--- src/rtl/apb3_master_pkg.sv ---
// Shared types and helpers for the APB3 command master.
package apb3_master_pkg;

  typedef enum logic [1:0] {
    APB_IDLE   = 2'd0,
    APB_SETUP  = 2'd1,
    APB_ACCESS = 2'd2
  } apb3_master_state_e;

  // Default ACCESS-phase wait limit.
  localparam int APB3_TIMEOUT_CYCLES_DFLT = 256;

  // Timeout counter width; wide enough to hold the limit itself.
  localparam int APB3_TIMEOUT_CNT_W_DFLT = $clog2(APB3_TIMEOUT_CYCLES_DFLT + 1);

  // The same width rule, applied to any limit.
  function automatic int timeout_cnt_w(input int cycles);
    return $clog2(cycles + 1);
  endfunction

endpackage

--- src/rtl/apb3_cmd_master.sv ---
// APB3 command master: turns a valid/ready command stream into APB3
// SETUP/ACCESS transfers. It returns one response per command, and only one
// transfer is outstanding at a time.
// Optional feature: define APB3_MASTER_TIMEOUT_EN to abort ACCESS phases
// that wait longer than TIMEOUT_CYCLES cycles.
module apb3_cmd_master
  import apb3_master_pkg::*;
#(
  parameter int DATA_WIDTH     = 32,
  parameter int ADDR_WIDTH     = 32,
  parameter int TIMEOUT_CYCLES = APB3_TIMEOUT_CYCLES_DFLT
) (
  input  logic                  clk,
  input  logic                  rst,
  input  logic                  cmd_valid,
  output logic                  cmd_ready,
  input  logic                  cmd_write,
  input  logic [ADDR_WIDTH-1:0] cmd_addr,
  input  logic [DATA_WIDTH-1:0] cmd_wdata,
  output logic                  rsp_valid,
  input  logic                  rsp_ready,
  output logic [DATA_WIDTH-1:0] rsp_rdata,
  output logic                  rsp_err,
  output logic                  m_apb_psel,
  output logic                  m_apb_penable,
  output logic                  m_apb_pwrite,
  output logic [ADDR_WIDTH-1:0] m_apb_paddr,
  output logic [DATA_WIDTH-1:0] m_apb_pwdata,
  input  logic [DATA_WIDTH-1:0] m_apb_prdata,
  input  logic                  m_apb_pready,
  input  logic                  m_apb_pslverr
);

  // A zero limit would abort before the completer can ever answer.
  if (TIMEOUT_CYCLES < 1) begin : g_bad_timeout
    $error("apb3_cmd_master: TIMEOUT_CYCLES must be >= 1");
  end

  apb3_master_state_e state_q, state_d;
  logic accept;
  logic complete;
  logic abort;

  // A new command is taken only when idle and no unconsumed response would be overwritten.
  assign cmd_ready = (state_q == APB_IDLE) && (!rsp_valid || rsp_ready);
  assign accept    = cmd_valid && cmd_ready;
  assign complete  = (state_q == APB_ACCESS) && m_apb_pready;

`ifdef APB3_MASTER_TIMEOUT_EN
  localparam int TO_W = timeout_cnt_w(TIMEOUT_CYCLES);
  logic [TO_W-1:0] to_cnt;

  // A completion in the limit cycle takes priority over the abort.
  assign abort = (state_q == APB_ACCESS) && !m_apb_pready &&
                 (to_cnt == TO_W'(TIMEOUT_CYCLES - 1));

  // Count consecutive ACCESS wait cycles; restart for each new transfer.
  always_ff @(posedge clk or posedge rst) begin
    if (rst) begin
      to_cnt <= '0;
    end else if (accept) begin
      to_cnt <= '0;
    end else if ((state_q == APB_ACCESS) && !m_apb_pready) begin
      to_cnt <= to_cnt + 1'b1;
    end
  end
`else
  assign abort = 1'b0;
`endif

  // Next-state logic: IDLE -> SETUP -> ACCESS (waits for PREADY) -> IDLE.
  always_comb begin
    state_d = state_q;
    case (state_q)
      APB_IDLE:   if (accept) state_d = APB_SETUP;
      APB_SETUP:  state_d = APB_ACCESS;
      APB_ACCESS: if (complete || abort) state_d = APB_IDLE;
      default:    state_d = APB_IDLE;
    endcase
  end

  // State register.
  always_ff @(posedge clk or posedge rst) begin
    if (rst) state_q <= APB_IDLE;
    else     state_q <= state_d;
  end

  // APB request signals. Address, data and direction are latched once and
  // stay stable for the whole transfer.
  always_ff @(posedge clk or posedge rst) begin
    if (rst) begin
      m_apb_psel    <= 1'b0;
      m_apb_penable <= 1'b0;
      m_apb_pwrite  <= 1'b0;
      m_apb_paddr   <= '0;
      m_apb_pwdata  <= '0;
    end else begin
      if (accept) begin
        m_apb_psel   <= 1'b1;
        m_apb_pwrite <= cmd_write;
        m_apb_paddr  <= cmd_addr;
        m_apb_pwdata <= cmd_wdata;
      end
      if (state_q == APB_SETUP) m_apb_penable <= 1'b1;
      if (complete || abort) begin
        m_apb_psel    <= 1'b0;
        m_apb_penable <= 1'b0;
      end
    end
  end

  // One-entry response holding register; the contents are frozen until the consumer takes them.
  always_ff @(posedge clk or posedge rst) begin
    if (rst) begin
      rsp_valid <= 1'b0;
      rsp_err   <= 1'b0;
      rsp_rdata <= '0;
    end else if (complete) begin
      rsp_valid <= 1'b1;
      rsp_err   <= m_apb_pslverr;
      rsp_rdata <= m_apb_pwrite ? '0 : m_apb_prdata;
    end else if (abort) begin
      rsp_valid <= 1'b1;
      rsp_err   <= 1'b1;
      rsp_rdata <= '0;
    end else if (rsp_ready) begin
      rsp_valid <= 1'b0;
    end
  end

endmodule

--- config.mk ---
export PLATFORM = sky130hd
export DESIGN_NAME = apb3_cmd_master
export DESIGN_NICKNAME = d
export VERILOG_FILES = /design/src/rtl/apb3_master_pkg.sv /design/src/rtl/apb3_cmd_master.sv
export SDC_FILE = /design/constraint.sdc
export NUM_CORES = 1
export LEC_CHECK = 0
export BUFFER_PORTS_ARGS = -buffer_cell sky130_fd_sc_hd__buf_2
export CORE_MARGIN = 1
export CORE_UTILIZATION = 40
export CTS_BUF_LIST = sky130_fd_sc_hd__clkbuf_16
export DETAILED_ROUTE_END_ITERATION = 7
export PLACE_DENSITY = 0.74
export SLEW_MARGIN = 20
export SYNTH_ARGS = -nofsm -noshare
export SYNTH_HDL_FRONTEND = slang
export SYNTH_SLANG_ARGS = --single-unit
--- constraint.sdc ---
create_clock -name clk -period 3.75 [get_ports clk]
set_input_delay 0.75 -clock clk [delete_from_list [all_inputs] [get_ports clk]]
set_output_delay 0.75 -clock clk [all_outputs]
set_load 0.005 [all_outputs]
-- Yosys cells after proc, flatten, opt, wreduce, memory -nomap -nowiden
Cells that the tools add are included.
- register bits: 103
- input port bits: 103
- output and inout port bits: 102
- logic and storage cells: 33
- eq/ne operators: 4
- multiplexer cells: 10
- reduce and logical (&&, ||, !) cells: 10
- operators by type and width (kind ; number):
    2-to-1 mux 32 bit ; 1
    2-to-1 mux 1 bit ; 6
    one-hot mux 2 bit (3 select lines) ; 1
    nonzero test 2 bit ; 3
    2-to-1 mux 2 bit ; 2
    != test 2 bit (second input constant) ; 2
    logical AND 1 bit ; 3
    == test 2 x 1 -> 1 bit (second input constant) ; 1
    == test 2 bit (second input constant) ; 1
    logical NOT 2 bit ; 1
    AND reduction 2 bit ; 1
    logical NOT 1 bit ; 1
    logical OR 1 bit ; 1

-- Depth between registers and ports, before layout
- depth in word-level cells: 6
- depth in mapped cells: 5
- depth with buffers taken out: 3

-- Least setup slack after synthesis
No wires, ideal clock.
- kind: input to register
- start: in rsp_ready
- end: reg m_apb_paddr[0]
- setup time: 0.127 ns
- arrival time: 1.730 ns
- required time: 3.623 ns
- path slack: 1.892 ns
- stages on the path: 5
- path buffers: 2
- path through: nor2b_1 -> nor4b_4 -> buf_4 -> buf_6 -> mux2_1
- cells in the longest elaborated chain, start to end: 3
- RTL lines (element ; line ; source):
    start: declaration ; apb3_cmd_master.sv:21 ; input logic rsp_ready,
    logical OR 1 bit ; apb3_cmd_master.sv:45 ; assign cmd_ready = (state_q == APB_IDLE) && (!rsp_valid || rsp_ready);
    logical AND 1 bit ; apb3_cmd_master.sv:45 ;
    logical AND 1 bit ; apb3_cmd_master.sv:46 ; assign accept = cmd_valid && cmd_ready;
    end signal: assignment ; apb3_cmd_master.sv:101 ; m_apb_paddr <= cmd_addr;
    end: declaration ; apb3_cmd_master.sv:27 ; output logic [ADDR_WIDTH-1:0] m_apb_paddr,
No other way between the ends.
A chain may end at the register's enable or synchronous reset.

-- Worst setup path after layout
- start: reg m_apb_pwrite
- end: out m_apb_pwrite
- RTL lines (element ; line ; source):
    start: declaration ; apb3_cmd_master.sv:26 ; output logic m_apb_pwrite,
    start signal: assignment ; apb3_cmd_master.sv:100 ; m_apb_pwrite <= cmd_write;
No word-level cell between the ends.

==> flow_summary.json <==
{
  "synth_edf_count": 0,
  "worstReg2RegEnd": "m_apb_paddr[28]",
  "drt-total-wl_mm": 8.52,
  "fmax_mhz": 459,
  "hold_path_class": "input pin to asynchronous set/reset pin",
  "yosysTopAreaCell": "dfrtp_1",
  "cap_viol_max_count": 0,
  "setup_violations": 0,
  "grt_pass1_wl_mm": 13.2,
  "cp_num_cells": 1,
  "tightest_slew_ns": 0.789,
  "post_cts_buffers": 0,
  "firstDrtPassIters": 4,
  "worst_ep_arrival_time_ns": 1.43,
  "async_reset_ff_share_pct": 100,
  "fin_crit_sh_pct": 58.1,
  "cpLargestDelayFamily": "flip-flops",
  "portBuffers": 204,
  "antenna_left": 0,
  "synth.distinct_cells": 20,
  "grt_usage_pct": 16.5,
  "clk_pin_slew_ns": 0.07,
  "powerDensity_mw_per_mm2": 828,
  "synth_top_area_share_pct": 64.5,
  "grt-ovfl-total": 0,
  "crit_chain": "buf_2",
  "cp.required_ns": 3.00,
  "rsz0062_at_grt": "false",
  "antenna_found_initial": 0,
  "rr_startpoint": "rsp_valid",
  "total_power_uw": 4510,
  "slew_violations": 0,
  "critPathKind": "flop to output port",
  "r2r_setup_slack_ns": 1.93,
  "synth-warning-count": 0,
  "slew_headroom_pct": 47.4,
  "cp-startpoint": "m_apb_pwrite",
  "wl_per_cell_um": 13.4,
  "pin_count": 205,
  "hold_buffers": 0,
  "clk_path_buf_depth": 2,
  "outcome": "finished clean",
  "syn_nets": 398,
  "row_count": 36,
  "numCtsBuffers": 9,
  "crit_path_start_kind": "flop",
  "vias_per_cell": 4.55,
  "finClkSkew_ns": 0.00851,
  "cpMaxStageDelayCell": "dfrtp_1",
  "synth_area_leaders": "dfrtp_1 65%, mux2_2 10%, mux2_1 8.5%",
  "vias": 2889,
  "cp_max_fo": 34,
  "ctsResizeCount": 0,
  "final.setup.tns_ns": 0,
  "p_leak_uw": 0.00273,
  "n_antenna_cell": 0,
  "ys_seq_area_share_pct": 64.5,
  "nets": 600,
  "area_delta_synth_final_pct": 36.2,
  "dieArea_mm2": 0.0104,
  "synth_flop_cell": "dfrtp_1",
  "grt_max_degree": 60,
  "core_mm2": 0.00973,
  "die_width_um": 102,
  "first_global_vias": 2782,
  "synth_commonest_cells": "103 x dfrtp_1, 36 x mux2_2, 33 x nand2_1, 33 x nand2b_1, 32 x o21ai_0",
  "peakVddDrop_mv": 0.316,
  "path_buf_inv": 1,
  "fillers": 849,
  "fin_crit_ns": 2.18,
  "crit_path_end": "m_apb_pwrite",
  "avgSynthCellArea_um2": 13.5,
  "gp_congestion": 0.684,
  "finalHoldViolations": 0,
  "drc": 0,
  "root_buffer": "clkbuf_16",
  "synth_area_mm2": 0.00400,
  "cts_tree": "built",
  "rr_worst_depth": 4,
  "yosysMostFrequentCell": "dfrtp_1",
  "cp_slowest_stage_delay_ns": 0.86,
  "drtIter0Drc": 52,
  "synth_seq_cells": 103,
  "synthCells": 295,
  "clkLatencyLatePin_ns": 0.34,
  "start_util_pct": 41.1,
  "cp-end-kind": "output port",
  "place_hpwl_mm": 6.24,
  "htree_levels": 3,
  "die_y_um": 102,
  "clkSinkCount": 103,
  "drive_gt1_share_pct": 51.8
}
through the flow:
stage | worst slack, ns | cell area (um2) | hold slack [ns] | util [%] | std cells
after global routing | 1.41 | 5440 | 0.495 | 55.9 | 635
after detailed placement | 1.53 | 5130 | 0.465 | 52.7 | 619
after CTS | 1.53 | 5440 | 0.480 | 55.9 | 635
final | 1.57 | 5440 | 0.475 | 55.9 | 635
after floorplan | 0.296 | 4000 | 0.473 | - | 295
after global placement | 1.57 | 5130 | 0.459 | 52.7 | 619
area by class of cell:
cell class / instances / area, um2 / share of cell area [%]
tap: 133 / 166 / 3.06
timing repair buffer: 208 / 1060 / 19.5
clock inverter: 7 / 88.8 / 1.63
inverter: 2 / 10.0 / 0.184
multi-input combinational: 173 / 1310 / 24.1
clock buffer: 9 / 225 / 4.14
sequential: 103 / 2580 / 47.4
power by group:
part | internal, uW | switching, uW
combinational | 882 | 664
sequential | 1670 | 316
clock | 580 | 395
total | 3130 | 1370
cells in the final DEF (no fill, tap or decap), types with 2 or more instances in the layout:
master and instances:
nand2_1 33, bufinv_16 2, buf_4 3, a21oi_1 2
buf_2 204, inv_1 2, mux2_2 36, dfrtp_1 103
o21ai_0 32, mux2_1 30, nand2b_1 33, clkbuf_16 9
worst min path at each step:
stage                              from               to
after floorplan            rsp_rdata[0]     rsp_rdata[0]
after detailed placement  rsp_rdata[28]    rsp_rdata[28]
after CTS                 rsp_rdata[28]    rsp_rdata[28]
after global placement    rsp_rdata[14]    rsp_rdata[14]
final                               rst  m_apb_paddr[18]
after global routing      rsp_rdata[20]    rsp_rdata[20]
state kept, by name, summed over array words and instances, names as in the netlist, 2 cells and up:
register and flops:
m_apb_paddr 32, m_apb_pwdata 32, rsp_rdata 32, state_q 2
metal layers:
layer,vias up,share of wire (%),global-route usage [%]
met2,126,48,28.0
met1,1352,41,19.7
met4,0,2.1,7.25
met5,-,0,0
met3,14,8.9,4.58
li1,1397,-,-
logic make-up (layout without fill, tap and decap cells):
| family | Yosys count | after routing | synth area share [%] |
|---|---|---|---|
| buffers and inverters | 19 | 226 | 2.66 |
| and+or+nand+nor | 70 | 70 | 9.33 |
| DFF | 103 | 103 | 64.5 |
| AOI/OAI and AO/OA | 36 | 36 | 4.64 |
| muxes | 67 | 67 | 18.9 |
(Power assumes the default switching activity.)
